===== config.mk =====
export PLATFORM = sky130hd
export DESIGN_NAME = imm_gen_stage
export DESIGN_NICKNAME = d
export VERILOG_FILES = /design/src/rtl/imm_gen_stage.sv
export SDC_FILE = /design/constraint.sdc
export NUM_CORES = 1
export LEC_CHECK = 0
export CORE_MARGIN = 2
export CORE_UTILIZATION = 48
export CTS_BUF_LIST = sky130_fd_sc_hd__clkbuf_4
export CTS_CLUSTER_SIZE = 25
export DETAILED_ROUTE_END_ITERATION = 12
export GPL_ROUTABILITY_DRIVEN = 0
export PLACE_DENSITY = 0.76
export SLEW_MARGIN = 20
export SYNTH_ARGS = -nofsm -noshare
export SYNTH_HDL_FRONTEND = slang
export SYNTH_SLANG_ARGS = --single-unit
export TNS_END_PERCENT = 10

===== constraint.sdc =====
create_clock -name clk -period 2 [get_ports clk]
set_clock_uncertainty 0.1 [all_clocks]
set_input_delay 0.5 -clock clk [delete_from_list [all_inputs] [get_ports clk]]
set_output_delay 0.5 -clock clk [all_outputs]
set_load 0.02 [all_outputs]

===== src/rtl/imm_gen_stage.sv =====
// LEGv8 immediate generator: classifies an instruction by format and extracts its
// extended immediate, presented through one valid/ready stage with a 2-entry skid buffer.
module imm_gen_stage #(
  parameter int WORD         = 64,
  parameter int INSTR_LEN    = 32,
  parameter bit BRANCH_SCALE = 1'b1
) (
  input  logic                 clk,
  input  logic                 rst_n,
  input  logic                 flush,
  input  logic                 in_valid,
  output logic                 in_ready,
  input  logic [INSTR_LEN-1:0] in_instr,
  output logic                 out_valid,
  input  logic                 out_ready,
  output logic [WORD-1:0]      out_imm,
  output logic [2:0]           out_fmt
);

  localparam logic [2:0] FMT_NONE  = 3'd0;
  localparam logic [2:0] FMT_D     = 3'd1;
  localparam logic [2:0] FMT_CB    = 3'd2;
  localparam logic [2:0] FMT_B     = 3'd3;
  localparam logic [2:0] FMT_I     = 3'd4;
  localparam logic [2:0] FMT_IM    = 3'd5;
  localparam logic [2:0] FMT_SHAMT = 3'd6;

  typedef enum logic [1:0] {
    OCC_EMPTY = 2'd0,
    OCC_ONE   = 2'd1,
    OCC_FULL  = 2'd2
  } occ_e;

  occ_e             state_q, state_d;
  logic             out_valid_q, out_valid_d;
  logic             in_ready_q, in_ready_d;
  logic [WORD-1:0]  out_imm_q, out_imm_d;
  logic [2:0]       out_fmt_q, out_fmt_d;
  logic [WORD-1:0]  skid_imm_q, skid_imm_d;
  logic [2:0]       skid_fmt_q, skid_fmt_d;
  logic [WORD-1:0]  dec_imm_s;
  logic [2:0]       dec_fmt_s;
  logic             accept_s;
  logic             pop_s;

  // Priority-ordered format match; the first matching opcode group wins.
  function automatic void decode_instr(input  logic [31:0]     ins,
                                       output logic [2:0]      fmt,
                                       output logic [WORD-1:0] imm);
    logic [WORD-1:0] ext;
    ext = {WORD{1'b0}};
    if (ins[31:21] == 11'b11111000010 || ins[31:21] == 11'b11111000000) begin
      fmt = FMT_D;
      imm = {{(WORD-9){ins[20]}}, ins[20:12]};
    end else if (ins[31:24] == 8'b10110100 || ins[31:24] == 8'b10110101 ||
                 ins[31:24] == 8'b01010100) begin
      fmt = FMT_CB;
      ext = {{(WORD-19){ins[23]}}, ins[23:5]};
      imm = BRANCH_SCALE ? (ext << 2'd2) : ext;
    end else if (ins[31:26] == 6'b000101 || ins[31:26] == 6'b100101) begin
      fmt = FMT_B;
      ext = {{(WORD-26){ins[25]}}, ins[25:0]};
      imm = BRANCH_SCALE ? (ext << 2'd2) : ext;
    end else if (ins[31:22] inside {10'b1001000100, 10'b1011000100, 10'b1101000100,
                                    10'b1111000100, 10'b1001001000, 10'b1111001000,
                                    10'b1011001000, 10'b1101001000}) begin
      fmt = FMT_I;
      imm = {{(WORD-12){1'b0}}, ins[21:10]};
    end else if (ins[31:23] == 9'b110100101 || ins[31:23] == 9'b111100101) begin
      // Shift amounts of WORD or more clear the result, dropping upper half-words.
      fmt = FMT_IM;
      imm = {{(WORD-16){1'b0}}, ins[20:5]} << {ins[22:21], 4'b0000};
    end else if (ins[31:21] == 11'b11010011011 || ins[31:21] == 11'b11010011010) begin
      fmt = FMT_SHAMT;
      imm = {{(WORD-6){1'b0}}, ins[15:10]};
    end else begin
      fmt = FMT_NONE;
      imm = {WORD{1'b0}};
    end
  endfunction

  // Combinational decode of the offered instruction.
  always_comb begin
    dec_fmt_s = FMT_NONE;
    dec_imm_s = {WORD{1'b0}};
    decode_instr(in_instr[31:0], dec_fmt_s, dec_imm_s);
  end

  assign accept_s = in_valid && in_ready_q;
  assign pop_s    = out_valid_q && out_ready;

  // Occupancy next-state and datapath steering; data only moves on a transfer.
  always_comb begin
    state_d    = state_q;
    out_imm_d  = out_imm_q;
    out_fmt_d  = out_fmt_q;
    skid_imm_d = skid_imm_q;
    skid_fmt_d = skid_fmt_q;
    if (flush) begin
      state_d = OCC_EMPTY;
    end else begin
      case (state_q)
        OCC_EMPTY: begin
          if (accept_s) begin
            state_d   = OCC_ONE;
            out_imm_d = dec_imm_s;
            out_fmt_d = dec_fmt_s;
          end else begin
            state_d = OCC_EMPTY;
          end
        end
        OCC_ONE: begin
          if (accept_s && pop_s) begin
            state_d   = OCC_ONE;
            out_imm_d = dec_imm_s;
            out_fmt_d = dec_fmt_s;
          end else if (accept_s) begin
            state_d    = OCC_FULL;
            skid_imm_d = dec_imm_s;
            skid_fmt_d = dec_fmt_s;
          end else if (pop_s) begin
            state_d = OCC_EMPTY;
          end else begin
            state_d = OCC_ONE;
          end
        end
        OCC_FULL: begin
          if (pop_s) begin
            state_d   = OCC_ONE;
            out_imm_d = skid_imm_q;
            out_fmt_d = skid_fmt_q;
          end else begin
            state_d = OCC_FULL;
          end
        end
        default: begin
          state_d = OCC_EMPTY;
        end
      endcase
    end
    out_valid_d = (state_d != OCC_EMPTY);
    in_ready_d  = (state_d != OCC_FULL);
  end

  // Stage registers; reset clears everything immediately.
  always_ff @(posedge clk or negedge rst_n) begin
    if (!rst_n) begin
      state_q     <= OCC_EMPTY;
      out_valid_q <= 1'b0;
      in_ready_q  <= 1'b1;
      out_imm_q   <= {WORD{1'b0}};
      out_fmt_q   <= FMT_NONE;
      skid_imm_q  <= {WORD{1'b0}};
      skid_fmt_q  <= FMT_NONE;
    end else begin
      state_q     <= state_d;
      out_valid_q <= out_valid_d;
      in_ready_q  <= in_ready_d;
      out_imm_q   <= out_imm_d;
      out_fmt_q   <= out_fmt_d;
      skid_imm_q  <= skid_imm_d;
      skid_fmt_q  <= skid_fmt_d;
    end
  end

  assign in_ready  = in_ready_q;
  assign out_valid = out_valid_q;
  assign out_imm   = out_imm_q;
  assign out_fmt   = out_fmt_q;

endmodule

==> reports/qor.yml <==
yosys:
  yosys.area.top_type: "dfrtp_1"
  synth_compound_area_share_pct: 22.93
  synth_commonest_cells: "137 x dfrtp_1, 137 x nor2_1, 70 x a21oi_1"
  synth_edf_count: 0
  synth_area_um2: 6574
  syn_nets: 751
  synthTopCellsByArea: "dfrtp_1 52%, nor2_1 7.8%, a211oi_1 6.1%, a21oi_1 5.3%, nor3_1 3.8%"
  ys_seq_elements: 138
  synthCells: 712
  async_reset_ff_share_pct: 100.0
  synth_xor_area_share_pct: 0.1332
  ys.flop_type: "dfrtp_1"
  synth_fa_ha_area_share_pct: 0.3807
  ys_seq_area_share_pct: 52.55
  syn_area_per_cell_um2: 9.233
  ys_types: 58
  synth_mux_area_share_pct: 0.1523
  synthDominantCellAreaShare_pct: 52.15
  synth_top_family_by_area: "compound AO/OA/AOI/OAI gates"
  yosysWarningCount: 0
  yosys.area_share.simple_pct: 19.20
floorplan:
  row_count: 42
  io_pins: 106
  die_h_um: 121.0
  die_w_um: 121.0
  start_util_pct: 49.44
  fp.coreArea_um2: 13300
  die_area_um2: 14650
detailed_routing:
  totalWireLength_um: 23010
  viasPerCell: 6.256
  ant_nets: 0
  routedWlPerCell_um: 21.13
  drc: 0
  dr.pass1.iters: 7
  drt_iter0_markers: 966
  vias: 6813
job:
  maxCapViolations: 0
sta:
  whs_ps: 297.0
  min_period_over_period_pct: 107.5
  finalCriticalPeriod_ps: 2151
  rsz0062_at_grt: "true"
  fmax_ghz: 0.4650
  drv_slew: 0
  hold_violations: 0
  setup_violations: 40
  max_slew.worst_pin.slew_ps: 624.8
  worst_slack_ps: -150.6
  max-slew-margin-rel_pct: 58.35
power_and_ir_drop:
  static-leakage-power_nw: 3.970
  p_per_area_nw_per_um2: 981.6
  ir_drop_uv: 592.2
place:
  port_buffers: 105
  placed_area_um2: 8528
  place_ws_ps: -807.4
  dp_hpwl_um: 14090
setup_path:
  crit_type: "register to register"
  start_kind: "register"
  setup.worst_path.end_class: "register"
  path_max_fanout: 10
  cp.arrival_ps: 2510
  cp.required_ps: 2360
  r2r_slack_ps: -150
cells_and_area:
  multiInputGateArea_um2: 3138
  areaGrowthSynthToFinish_pct: 42.50
  fin_area_um2: 9368
  n_fill_cell: 983
  final_core_util_pct: 70.46
  final_layout_size_suffix_gt1_share_pct: 23.82
  seq_area_um2: 3456
  fin_nets: 937
outcome:
  status: "complete, but fails checks"
  violations: "setup timing"
global_route:
  overflow: 0
  grt_max_degree: 54
  grt_first_pass_wirelength_um: 33150
  antenna_found_initial: 2
  grt_usage_pct: 29.29
  grt_pass1_vias: 6371
clock_network:
  clk_pin_slew_worst_paths_ps: 120
  cts.path.max_buffers: 2
  htree_levels: 4
  root_buffer: "clkbuf_4"
  cts_buffers: 17
  worstSkewPairLatency_ps: 560
  cts_tree: "built"
  cts_sinks: 138
min_path:
  hold_class: "input port to async pin"
-- cell usage in the layout (no fill, tap or decap), drive strengths merged, types with 8 or more instances in the layout --
master         count
a221o              8
dlygate4sd2       74
a221oi             8
a31oi             10
nor2             137
a21oi             70
nand2             55
buf              121
clkbuf            29
o21ai             21
dfrtp            137
nor3              50
a211oi            55
clkdlybuf4s50     23
a22o              11
-- worst paths after layout --
| path | start | end | cells after the start |
|---|---|---|---|
| setup / recovery | out_valid$_DFF_PN0_ | out_imm[33]$_DFFE_PN0P_ | 10 |
| max in group asynchronous | rst_n | skid_imm_q[9]$_DFFE_PN0P_ | 3 |
| hold reg to reg | out_fmt[0]$_DFFE_PN0P_ | out_fmt[0]$_DFFE_PN0P_ | 2 |
| hold / removal | rst_n | skid_imm_q[23]$_DFFE_PN0P_ | 2 |
| min in group clk | out_fmt[0]$_DFFE_PN0P_ | out_fmt[0]$_DFFE_PN0P_ | 2 |
| setup reg to reg | out_valid$_DFF_PN0_ | out_imm[33]$_DFFE_PN0P_ | 10 |
-- per-stage QoR --
stage	setup TNS (ps)	std cells	power (mW)
after floorplan	-10020	712	5.793
after global placement	-85000	1032	7.081
after detailed placement	-94090	1032	7.233
after CTS	-226.8	1068	8.907
after global routing	-5851	1089	9.639
final	-2815	1089	9.195
-- worst max-delay path, stage by stage, from the launching register on --
cell,delay (ps)
dfrtp_1,410
nand2_2,80
inv_2,40
ha_4,160
nand2_4,80
a21oi_4,70
buf_6,140
o21bai_4,340
clkbuf_16,240
nor3_1,60
a211oi_1,320
-- layer usage --
layer	GRT usage, %	wire, um	up-vias
met5	0	0	-
met4	13.23	1013	0
met3	5.874	2349	100
met2	46.91	10900	480
met1	38.50	8746	3270
li1	-	-	2963
-- registers in the layout, summed over array words and instances, names as in the netlist --
name and cells:
in_ready 1, out_fmt 3, out_imm 64, out_valid 1, skid_fmt_q 3, skid_imm_q 64, state_q 2
-- final cells by class --
| cell class | count | share of cell area (%) |
|---|---|---|
| tap | 176 | 2.351 |
| inverter | 4 | 0.1603 |
| multi-input combinational | 506 | 33.50 |
| clock inverter | 12 | 1.603 |
| antenna | 2 | 0.05343 |
| clock buffer | 20 | 1.603 |
| sequential | 138 | 36.89 |
| timing repair buffer | 231 | 23.84 |
-- logic make-up after synthesis --
family | after synthesis
compound gates | 220
xor+xnor | 1
fa+ha+maj | 2
buf+inv | 69
flops | 138
mux | 1
simple gates | 281
-- report_power, final --
group	total, mW	internal [mW]	leakage [nW]	switching, mW
Sequential	4.33	3.73	1.66	0.604
Combinational	2.94	1.27	2.16	1.67
Clock	1.92	0.899	0.150	1.03
-- what timing repair did --
action / CTS / global route
setup endpoints to repair: 192 / 132
pin swaps: 11 / 19
endpoints found under the hold margin: 33 / 0
gates resized for setup: 109 / 53
hold buffers: 1 / 0
gates cloned: 1 / 12
setup buffers: 2 / 7
Power figures use the tool's default switching activity.
==> variant: new RTL, config.mk and constraints unchanged <==
The 3 values of `occ_e` get a one-hot encoding in 3 bits.
--- a/src/rtl/imm_gen_stage.sv
+++ b/src/rtl/imm_gen_stage.sv
@@ -25,10 +25,10 @@
   localparam logic [2:0] FMT_IM    = 3'd5;
   localparam logic [2:0] FMT_SHAMT = 3'd6;
 
-  typedef enum logic [1:0] {
-    OCC_EMPTY = 2'd0,
-    OCC_ONE   = 2'd1,
-    OCC_FULL  = 2'd2
+  typedef enum logic [2:0] {
+    OCC_EMPTY = 3'b001,
+    OCC_ONE   = 3'b010,
+    OCC_FULL  = 3'b100
   } occ_e;
 
   occ_e             state_q, state_d;
Behaviour: no difference found for any inputs over 4 cycles, from zero or initial values and one cycle with rst_n low; so few cycles prove little.
==> variant against the unedited design <==
The run still ends with setup timing left. Total power is 11% lower. Sequential power fell by 12%. Setup slack got worse by 170 ps. Synthesized cell count increased by 5.3%. Non-clock buffer count rose by 5. Design area rose by 1.3%. Routed wire length increased by 0.74%. Largest power group unchanged. Worst hold slack gained 3.2 ps. Critical path type unchanged. Sequential cell count increased by 1. Via count increased by 3.7%. Synthesized area is 5.0% higher.
==> variant: results (changes against the unedited design) <==
- Number of antenna violations at the first check in global routing: 0 (-2)
* CTS-repair resized insts: 95 (-13%)
* Wirelength, routed: 23.2 mm (+0.74%)
- The largest vdd supply drop is 0.409 mV (-31%).
* # setup viols final: 134 (+240%)
- Peak clock frequency supported by timing: 430 MHz (-7.5%)
- Via-to-Cell Ratio: 6.27 (+0.26%)
* Cell types with the largest area share after synthesis: dfrtp_1 50%, nor2_1 6.2%, a21oi_1 5.2%
- Final HPWL from detailed placement: 15.3 mm (+8.4%)
- Number of global-route vias before repair: 6660 (+4.5%)
- The maximum fanout along the worst path is 21 (+11).
- Share of cells above drive strength 1: 20.8% (-3.0 points)
- The slowest stage of the critical path belongs to the cell dfstp_2.
* Mean post-synth cell area: 9.20 sq um (-0.33%)
* Normalized max-slew margin: 66.0% (+7.6 points)
- Cell variety after synth: 59 (+1.7%)
* Reg clk slew, reported paths: 140 ps (+20 ps)
- Number of nets in the synthesized netlist: 790 (+5.2%)
- The number of violations reported at the end of detailed-routing iteration 0 came to 1038 (+7.5%).
- Final-stage net count: 972 (+3.7%)
- The leakage power of the design came to 4.11 nW (+3.5%).
- Wire length of the first global-routing pass: 35.3 mm (+6.5%)
- The number of cells after detailed placement came to 1082 (+4.8%).
- Source-to-sink clock delay at the later pin of the worst-skew pair: 580 ps (+20 ps)
- Number of inserted filler cells in the final layout: 1071 (+9.0%)
- The largest stage delay on the critical path was 550 ps (+140 ps).
- The final reports fail on setup timing.
* Min setup slack post-route: -324 ps (-173 ps)
* Final Non-Filler Cells: 1126 (+3.4%)
- Post-synthesis sequential area ratio: 50.4% (-2.1 points)
- Net switching power of the design: 2.61 mW (-21%)
- The run finished, with violations left.
## variant: cell types whose count changed in the layout (fill, tap and decap cells not counted), moves of 12 or more
cell | unedited run | this run
buf_4 | 95 | 107
clkdlybuf4s50_1 | 23 | 35
nand3_1 | 5 | 18
o211ai_1 | 4 | 18
nor2_1 | 136 | 114
## variant: worst register-to-register path, cell delays in order (launching register included)
cell and delay [ps]:
dfstp_2 550, nand2_2 60, inv_2 80, ha_4 130
nand3b_1 70, a21o_1 190, buf_4 160, a21oi_4 180
buf_4 170, buf_12 160, nor2_1 80, a211oi_1 300
## variant: per-layer routing
metal	track usage, %	vias to the layer above	wire [microns]
li1	-	3078	-
met2	46.6	494	10900
met5	0	-	0
met3	6.78	71	2200
met4	10.7	0	796
met1	41.7	3420	9260
## variant: area by class of cell
| type | instances | area [sq um] | area share (%) |
|---|---|---|---|
| Timing Repair Buffer | 236 | 2210 | 23.3 |
| Inverter | 8 | 30.0 | 0.316 |
| Sequential cell | 139 | 3480 | 36.7 |
| Tap cell | 180 | 225 | 2.37 |
| Clock buffer | 18 | 135 | 1.42 |
| Clock inverter | 14 | 239 | 2.52 |
| Antenna cell | 1 | 2.50 | 0.0264 |
| Multi-Input combinational cell | 530 | 3160 | 33.3 |
## variant: stage by stage
| step | setup slack (ps) | total power [mW] | hold slack [ps] | instance area (sq um) |
|---|---|---|---|---|
| after floorplan | -437 | 4.82 | 104 | 6910 |
| after global placement | -719 | 5.79 | 356 | 8880 |
| after detailed placement | -778 | 5.89 | 360 | 8880 |
| after CTS | -258 | 8.10 | 292 | 9300 |
| after global routing | -408 | 8.56 | 308 | 9490 |
| final | -324 | 8.20 | 300 | 9490 |
## variant: cells by family after synthesis
group / Yosys count / share of synthesized area, %
fa+ha+maj: 3 / 0.544
simple gates: 294 / 20.6
flops: 139 / 50.4
xor+xnor: 2 / 0.254
compound gates: 221 / 21.1
buf+inv: 81 / 5.57
mux: 10 / 1.47
## variant: final timing paths
path | startpoint | endpoint | slack (ps) | cells after the start
setup / recovery | in_ready | out_imm[46] | -320 | 11
hold / removal | rst_n | out_imm[6] | 300 | 2
setup reg to reg | in_ready | out_imm[46] | -320 | 11
hold reg to reg | out_imm[2] | out_imm[2] | 400 | 2
max in group asynchronous | rst_n | skid_imm_q[35] | 820 | 3
min in group clk | out_imm[2] | out_imm[2] | 400 | 2
## variant: power groups by stage
stage	registers (mW)	logic, mW	clock network (mW)
final	3.80	2.03	2.37
after global routing	3.85	2.19	2.51
after floorplan	4.04	0.787	0
after CTS	3.77	1.96	2.38
after detailed placement	3.82	2.07	0
after global placement	3.79	2.00	0
